[config.mk]
export PLATFORM = sky130hd
export DESIGN_NAME = two_ops_accum_flat
export DESIGN_NICKNAME = d
export VERILOG_FILES = /design/src/rtl/two_ops_accum_if.sv /design/src/rtl/two_ops_accum.sv /design/src/flat_wrapper.sv
export SDC_FILE = /design/constraint.sdc
export NUM_CORES = 1
export LEC_CHECK = 0
export CAP_MARGIN = 0
export CORE_ASPECT_RATIO = 0.8
export CORE_MARGIN = 2
export CORE_UTILIZATION = 40
export DETAILED_ROUTE_END_ITERATION = 8
export GPL_TIMING_DRIVEN = 0
export MAX_ROUTING_LAYER = met4
export PLACE_DENSITY = 0.67
export SLEW_MARGIN = 40
export SYNTH_ARGS = -nofsm -noshare
export SYNTH_HDL_FRONTEND = slang
export SYNTH_SLANG_ARGS = --single-unit
[constraint.sdc]
create_clock -name CLK -period 1.6 [get_ports CLK]
set_input_delay 0.16 -clock CLK [delete_from_list [all_inputs] [get_ports CLK]]
set_output_delay 0.16 -clock CLK [all_outputs]
set_load 0.03 [all_outputs]
[src/rtl/two_ops_accum_if.sv]
// ---------------------------------------------------------------------------
// two_ops_accum_if
//   Groups both handshakes of the frame accumulator.
//   Input side : I / I_valid / I_ready  (result stream from the add/sub stage)
//   Output side: O / O_carry / O_valid / O_ready  (framed totals downstream)
//   Modports:
//     slave  - accumulator view (consumes I, produces O)
//     master - environment view (produces I, consumes O)
// ---------------------------------------------------------------------------
interface two_ops_accum_if #(
  parameter int WIDTH = 8
);
  logic [WIDTH-1:0] I;
  logic             I_valid;
  logic             I_ready;
  logic [WIDTH-1:0] O;
  logic             O_carry;
  logic             O_valid;
  logic             O_ready;

  modport slave (
    input  I, I_valid, O_ready,
    output I_ready, O, O_carry, O_valid
  );

  modport master (
    output I, I_valid, O_ready,
    input  I_ready, O, O_carry, O_valid
  );
endinterface

[src/rtl/two_ops_accum.sv]
// ---------------------------------------------------------------------------
// two_ops_accum
//   Sums N consecutive accepted samples modulo 2^WIDTH and presents each
//   frame total with a sticky carry-out flag on a registered valid/ready port.
//   Ports:
//     CLK      - clock, rising edge
//     RESET    - synchronous, active-high; clears all state and any frame
//     bus      - two_ops_accum_if.slave
//                I, I_valid -> I_ready  (input stream)
//                O, O_carry, O_valid <- O_ready  (frame output)
//   Parameters:
//     WIDTH    - data width of samples and sum
//     N        - samples per frame, N >= 1
// ---------------------------------------------------------------------------
module two_ops_accum #(
  parameter int WIDTH = 8,
  parameter int N     = 4
) (
  input  logic CLK,
  input  logic RESET,
  two_ops_accum_if.slave bus
);

  localparam int            CW   = (N > 1) ? $clog2(N) : 1;
  localparam logic [CW-1:0] LAST = CW'(N - 1);

  typedef enum logic {
    ACC = 1'b0,
    OUT = 1'b1
  } state_t;

  state_t           r_state;
  state_t           w_state_nxt;
  logic [WIDTH-1:0] r_sum;
  logic [CW-1:0]    r_cnt;
  logic             r_carry;
  logic [WIDTH-1:0] r_o;
  logic             r_o_carry;
  logic             r_o_valid;

  logic             w_i_ready;
  logic             w_accept;
  logic             w_last;
  logic             w_c;
  logic [WIDTH-1:0] w_s;

  // WIDTH+1-bit add: top bit is the carry-out, low bits wrap modulo 2^WIDTH.
  function automatic logic [WIDTH:0] add_wrap(input logic [WIDTH-1:0] a,
                                               input logic [WIDTH-1:0] b);
    return {1'b0, a} + {1'b0, b};
  endfunction

  // Next-state / combinational outputs; I_ready depends only on r_state.
  always_comb begin
    w_state_nxt = r_state;
    w_i_ready   = (r_state == ACC);
    w_accept    = bus.I_valid && w_i_ready;
    {w_c, w_s}  = add_wrap(r_sum, bus.I);
    w_last      = (r_cnt == LAST);
    case (r_state)
      ACC: if (w_accept && w_last) w_state_nxt = OUT;
      OUT: if (bus.O_ready)        w_state_nxt = ACC;
      default: w_state_nxt = ACC;
    endcase
  end

  // Accumulate / frame-capture stage
  always_ff @(posedge CLK) begin
    if (RESET) begin
      r_state   <= ACC;
      r_sum     <= '0;
      r_cnt     <= '0;
      r_carry   <= 1'b0;
      r_o       <= '0;
      r_o_carry <= 1'b0;
      r_o_valid <= 1'b0;
    end else begin
      r_state <= w_state_nxt;
      if (w_accept) begin
        if (w_last) begin
          // Last sample: publish the total and restart the frame from zero.
          r_o       <= w_s;
          r_o_carry <= r_carry | w_c;
          r_o_valid <= 1'b1;
          r_sum     <= '0;
          r_carry   <= 1'b0;
          r_cnt     <= '0;
        end else begin
          r_sum   <= w_s;
          r_carry <= r_carry | w_c;
          r_cnt   <= r_cnt + CW'(1);
        end
      end
      // In OUT, O_valid is always 1, so O_ready alone completes the handshake.
      if (r_state == OUT && bus.O_ready) r_o_valid <= 1'b0;
    end
  end

  assign bus.I_ready = w_i_ready;
  assign bus.O       = r_o;
  assign bus.O_carry = r_o_carry;
  assign bus.O_valid = r_o_valid;

endmodule

[src/flat_wrapper.sv]
// flat-port wrapper written by rule: the top's interface ports become plain ports
module two_ops_accum_flat 
#(
  parameter int WIDTH = 8,
  parameter int N     = 4
)
  (CLK, RESET, bus_I, bus_I_valid, bus_O_ready, bus_I_ready, bus_O, bus_O_carry, bus_O_valid);
  two_ops_accum_if #(.WIDTH(WIDTH)) bus_i ();
  input  logic CLK;
  input  logic RESET;
  input wire logic [$bits(bus_i.I)-1:0] bus_I;
  input wire logic [$bits(bus_i.I_valid)-1:0] bus_I_valid;
  input wire logic [$bits(bus_i.O_ready)-1:0] bus_O_ready;
  output wire logic [$bits(bus_i.I_ready)-1:0] bus_I_ready;
  output wire logic [$bits(bus_i.O)-1:0] bus_O;
  output wire logic [$bits(bus_i.O_carry)-1:0] bus_O_carry;
  output wire logic [$bits(bus_i.O_valid)-1:0] bus_O_valid;
  assign bus_i.I = bus_I;
  assign bus_i.I_valid = bus_I_valid;
  assign bus_i.O_ready = bus_O_ready;
  assign bus_I_ready = bus_i.I_ready;
  assign bus_O = bus_i.O;
  assign bus_O_carry = bus_i.O_carry;
  assign bus_O_valid = bus_i.O_valid;
  two_ops_accum #(.WIDTH(WIDTH), .N(N)) u_core (.CLK(CLK), .RESET(RESET), .bus(bus_i));
endmodule
After elaboration in Yosys (flattened, before gate mapping). Cells that the tools add are included.

Input bits: 12. Logic and storage cells: 23. Flip-flop bits (word level): 22.

Bitwise gates (word level): 2. Reductions and logical operators: 5. Mux-type cells: 6. Add/sub/neg operators: 2. Eq/ne operators: 1.

Operator list (number): adder 8 x 8 -> 9 bit (1); 2-to-1 mux 8 bit (1); logical AND 1 bit (3); 2-to-1 mux 1 bit (3); adder 2 x 1 -> 2 bit, second input constant (1); == test 2 bit, second input constant (1); 2-to-1 mux 2 bit (1); case mux 1 bit (2 select lines) (1); AND reduction 2 bit (1); OR reduction 2 bit (1); inverter 1 bit (1); OR 1 bit (1).

Depth between registers and ports, before layout. Gate-level depths: netlist of run 1.

Word-level depth: 5. Gate-level depth with buffers: 8. Mapped depth without buffers: 8.

Worst setup path after synthesis of run 1. OpenSTA, ideal clock, no wires.

Kind: register to register. Start point: reg u_core.r_sum[0]. End point: reg u_core.r_sum[6]. Slack: -0.130 ns. Setup time: 0.132 ns. Cell stages (with the launch flop): 9. Clock period less this slack: 1.730 ns. Data arrival time: 1.597 ns. Cells stage by stage: dfxtp_1 > ha_1 > inv_1 > fa_1 > nor2b_1 > o31a_2 > or3_1 > nand4_1 > a21oi_1.

Word-level cells in the longest chain between the ends: 2.

Ends and longest elaborated chain: from (decl) (line two_ops_accum.sv:34) `logic [WIDTH-1:0] r_sum;`; from (signal assigned) (line two_ops_accum.sv:89) `r_sum <= w_s;`; adder 8 x 8 -> 9 bit (line two_ops_accum.sv:50) `return {1'b0, a} + {1'b0, b};`; 2-to-1 mux 8 bit (line two_ops_accum.sv:80) `if (w_last) begin`.

Every way passes these cells. A chain may end at the register's enable or synchronous reset.

Worst setup path in the final report of run 1. Same ends and word-level chain as after synthesis.

==> impl_metrics.json, run 1 <==
{
  "outcome": "finished, violations left",
  "violations": "negative setup slack",
  "cts.path.max_buffers": 2,
  "multi_input_area_um2": 801,
  "hold_start": "RESET",
  "worstReg2RegEnd": "u_core.r_sum[6]",
  "initial_core_util_pct": 42.1,
  "post_synth_inst_count": 139,
  "aggregate_routed_wire_length_mm": 2.99,
  "pin_count_of_the_biggest_net_entering_global_routing": 14,
  "grt_first_pass_wirelength_mm": 4.47,
  "dieArea_um2": 3340,
  "finalHoldViolations": 0,
  "finish.net_count": 192,
  "grt_overflow_total": 0,
  "power.combinational.fraction_pct": 27.5,
  "critical_path_required_ns": 1.86,
  "cts.root.buffer_cell": "sky130_fd_sc_hd__clkbuf_4",
  "design.core.area_um2": 2740,
  "finalWeightedCongestion": 0.816,
  "internal_power_mw": 1.04,
  "ir_drop_mv": 0.443,
  "maxSlewViolCount": 0,
  "hold-path-cell-count": 3,
  "layout_min_cycle_time_ns": 1.76,
  "crit_fanout": 3,
  "whs_endpoint": "u_core.bus.O[7]",
  "drt-initial-drc-count": 39,
  "grt_setup_unrepaired": "true",
  "ys_dominant_reg_cell": "sky130_fd_sc_hd__dfxtp_1",
  "cts_num_sinks": 22,
  "timing.critical_path.max_delay_family": "compound AO/OA/AOI/OAI gates",
  "slew_headroom_pct": 63.7,
  "final.setup_skew_ns": 0.00492,
  "synth.yosys.seq_area_share_pct": 38.1,
  "cts-buffers-inserted": 3,
  "layout-drive-gt1-share_pct": 24.3,
  "p_seq_share_pct": 42.0,
  "grt_pass1_vias": 963,
  "finalCoreUtilization_pct": 60.4,
  "power_leakage_nw": 0.619,
  "netSwitchingFraction_pct": 27.9,
  "cp.arrival_ns": 2.02,
  "finalHoldWorstSlack_ns": 0.257,
  "n_fill_cell": 242,
  "route.detailed.vias_per_inst": 5.33,
  "cp_num_buf_inv": 1,
  "drt-pass1-iter-count": 4,
  "synth_edf_count": 0,
  "power_switching_mw": 0.404,
  "detail-route-antenna-nets": 0,
  "syn-mean-instance-area_um2": 8.31,
  "crit_type": "flip-flop to flip-flop",
  "fmaxAchievable_ghz": 0.569,
  "pwr_density_cell_nw_per_um2": 874,
  "post-route-period-util_pct": 110,
  "sequential_cell_area_um2": 449,
  "detailroute.via_count": 1103,
  "port-buffer-count": 21,
  "route.detailed.drc": 0,
  "antenna_found_initial": 0,
  "syn-num-nets": 161,
  "timing_worst_slew_pin_value_ns": 0.544,
  "clkTransAtPathRegs_ns": 0.13,
  "worstReg2RegStart": "u_core.r_sum[0]",
  "timing.critical_path.slowest_cell_delay_ns": 0.36,
  "mappedNetlistArea_um2": 1150,
  "antennaDiodeCount": 0,
  "power.clock.fraction_pct": 30.5,
  "drt-wirelength-per-cell_um": 14.5,
  "timing.hold.worst.class": "primary input to flip-flop",
  "critical_path.endpoint_type": "flip-flop",
  "io_pins": 23,
  "std_cell_rows": 17,
  "clk_latency_ns": 0.32,
  "cp-start-kind": "flip-flop",
  "crit_path_top_delay_cell": "sky130_fd_sc_hd__dfxtp_2",
  "yosysWarningCount": 0,
  "ffs_w_async_s_r_synth_pct": 0,
  "worst_r2r_path_depth": 8,
  "gr-usage-all-layers_pct": 18.0,
  "area_growth_syn_to_layout_pct": 43.4,
  "setup-violations-final": 9,
  "synth-seq-cells": 22,
  "place_inst": 198,
  "tritoncts": "yes",
  "count_of_cell_types_in_the_netlist": 35,
  "die_width_um": 64.1,
  "layout.cells.non_filler": 207,
  "place_hpwl_mm": 2.07,
  "layout.cells.most_common_list": "19 x sky130_fd_sc_hd__nand2_1, 19 x sky130_fd_sc_hd__clkdlybuf4s50_1, 17 x sky130_fd_sc_hd__dfxtp_1, 16 x sky130_fd_sc_hd__a21oi_1, 12 x sky130_fd_sc_hd__nor2_1",
  "timing.critical_path.cells": "ha_4 -> inv_2 -> fa_2 -> nor2b_2 -> o31a_2 -> o21ai_0 -> nand4_1 -> a21oi_1",
  "maxCapViolCount": 0,
  "timing.final.ws_setup_ns": -0.158,
  "chip_height_um": 52.1,
  "r2r_slack_ns": -0.16,
  "htree_num_levels": 1
}
cells in the mapped netlist, drive strengths merged (3+ instances only):
master / instances / share of area, %
clkbuf: 7 / 2.3
nand2: 19 / 6.2
inv: 5 / 1.6
a21oi: 18 / 7.8
nand3: 3 / 1.3
ha: 9 / 9.8
nand3b: 3 / 2.0
o21ai: 4 / 1.7
nor2: 12 / 3.9
dfxtp: 22 / 38
a21o: 4 / 2.7
worst max path at each step:
stage | startpoint | to | slack, ns | cells past startpoint
after floorplan | u_core.r_sum[0] | u_core.r_sum[6] | -0.05 | 8
after global placement | bus_I[1] | u_core.r_sum[5] | -0.48 | 7
after detailed placement | bus_I[1] | u_core.r_sum[5] | -0.53 | 7
after CTS | u_core.r_sum[1] | u_core.r_sum[5] | -0.19 | 6
after global routing | u_core.r_sum[0] | u_core.bus.O_carry | -0.24 | 8
final | u_core.r_sum[0] | u_core.r_sum[6] | -0.16 | 8
layout make-up:
cell class | count | area share (%)
buffer | 6 | 1.66
clock buffer | 3 | 1.36
clock inverter | 1 | 1.81
inverter | 5 | 1.13
multi-input combinational | 105 | 48.3
sequential | 22 | 27.1
tap | 38 | 2.87
timing repair buffer | 27 | 15.7
sequential cells by signal, summed over array words and instances (netlist names):
signal	cells
u_core.bus.O_valid	1
u_core.r_cnt	2
u_core.bus.O	8
u_core.r_state	1
u_core.r_carry	1
u_core.r_sum	8
u_core.bus.O_carry	1
what timing repair did:
action / in CTS / in global routing
endpoints found under the setup margin: 14 / 12
gates resized for setup: 9 / 15
pin swaps: 8 / 10
hold buffers: 0 / 0
setup buffers: 2 / 4
cell families (layout without fill, tap and decap cells):
group	Yosys count	in the layout	synth area share, %
simple gates	55	55	23.8
compound gates	38	38	21.1
flops	22	22	38.1
buf+inv	12	42	3.90
fa+ha+maj	10	10	11.5
xor+xnor	2	2	1.52
through the flow:
stage | setup WS [ns] | total power, mW | setup TNS, ns | cell area [µm²]
finish | -0.158 | 1.45 | -0.780 | 1660
detailed placement | -0.526 | 0.935 | -5.76 | 1480
floorplan | -0.0530 | 0.843 | -0.175 | 1220
global placement | -0.484 | 0.925 | -5.36 | 1480
CTS | -0.185 | 1.39 | -0.916 | 1560
global route | -0.237 | 1.52 | -1.52 | 1660
power by group through the flow:
stage          sequential [mW]  clock, mW  combinational, mW
3_5_place_dp             0.617          0              0.318
4_1_cts                  0.604      0.453              0.335
2_1_floorplan            0.617          0              0.226
3_3_place_gp             0.615          0              0.310
6_report                 0.609      0.442              0.398
5_1_grt                  0.613      0.477              0.432
tightest hold or removal path: cells and delay by family:
kind	cells	cell delay (ns)
buf+inv	1	0.14
simple gates	2	0.25
layer usage:
| metal | vias to the layer above | wire, µm | global-route usage (%) |
|---|---|---|---|
| met2 | 23 | 1510 | 28.6 |
| met4 | 0 | 16 | 6.16 |
| met5 | - | 0 | - |
| met1 | 515 | 1340 | 22.5 |
| met3 | 4 | 120 | 4.55 |
| li1 | 561 | - | - |
(Power assumes the default switching activity.)
==> run 2: changes to the inputs <==
- HOLD_SLACK_MARGIN: unset -> 0.08
==> results of run 2 <==
Final layout, timing and power as in run 1 (identical DEF).
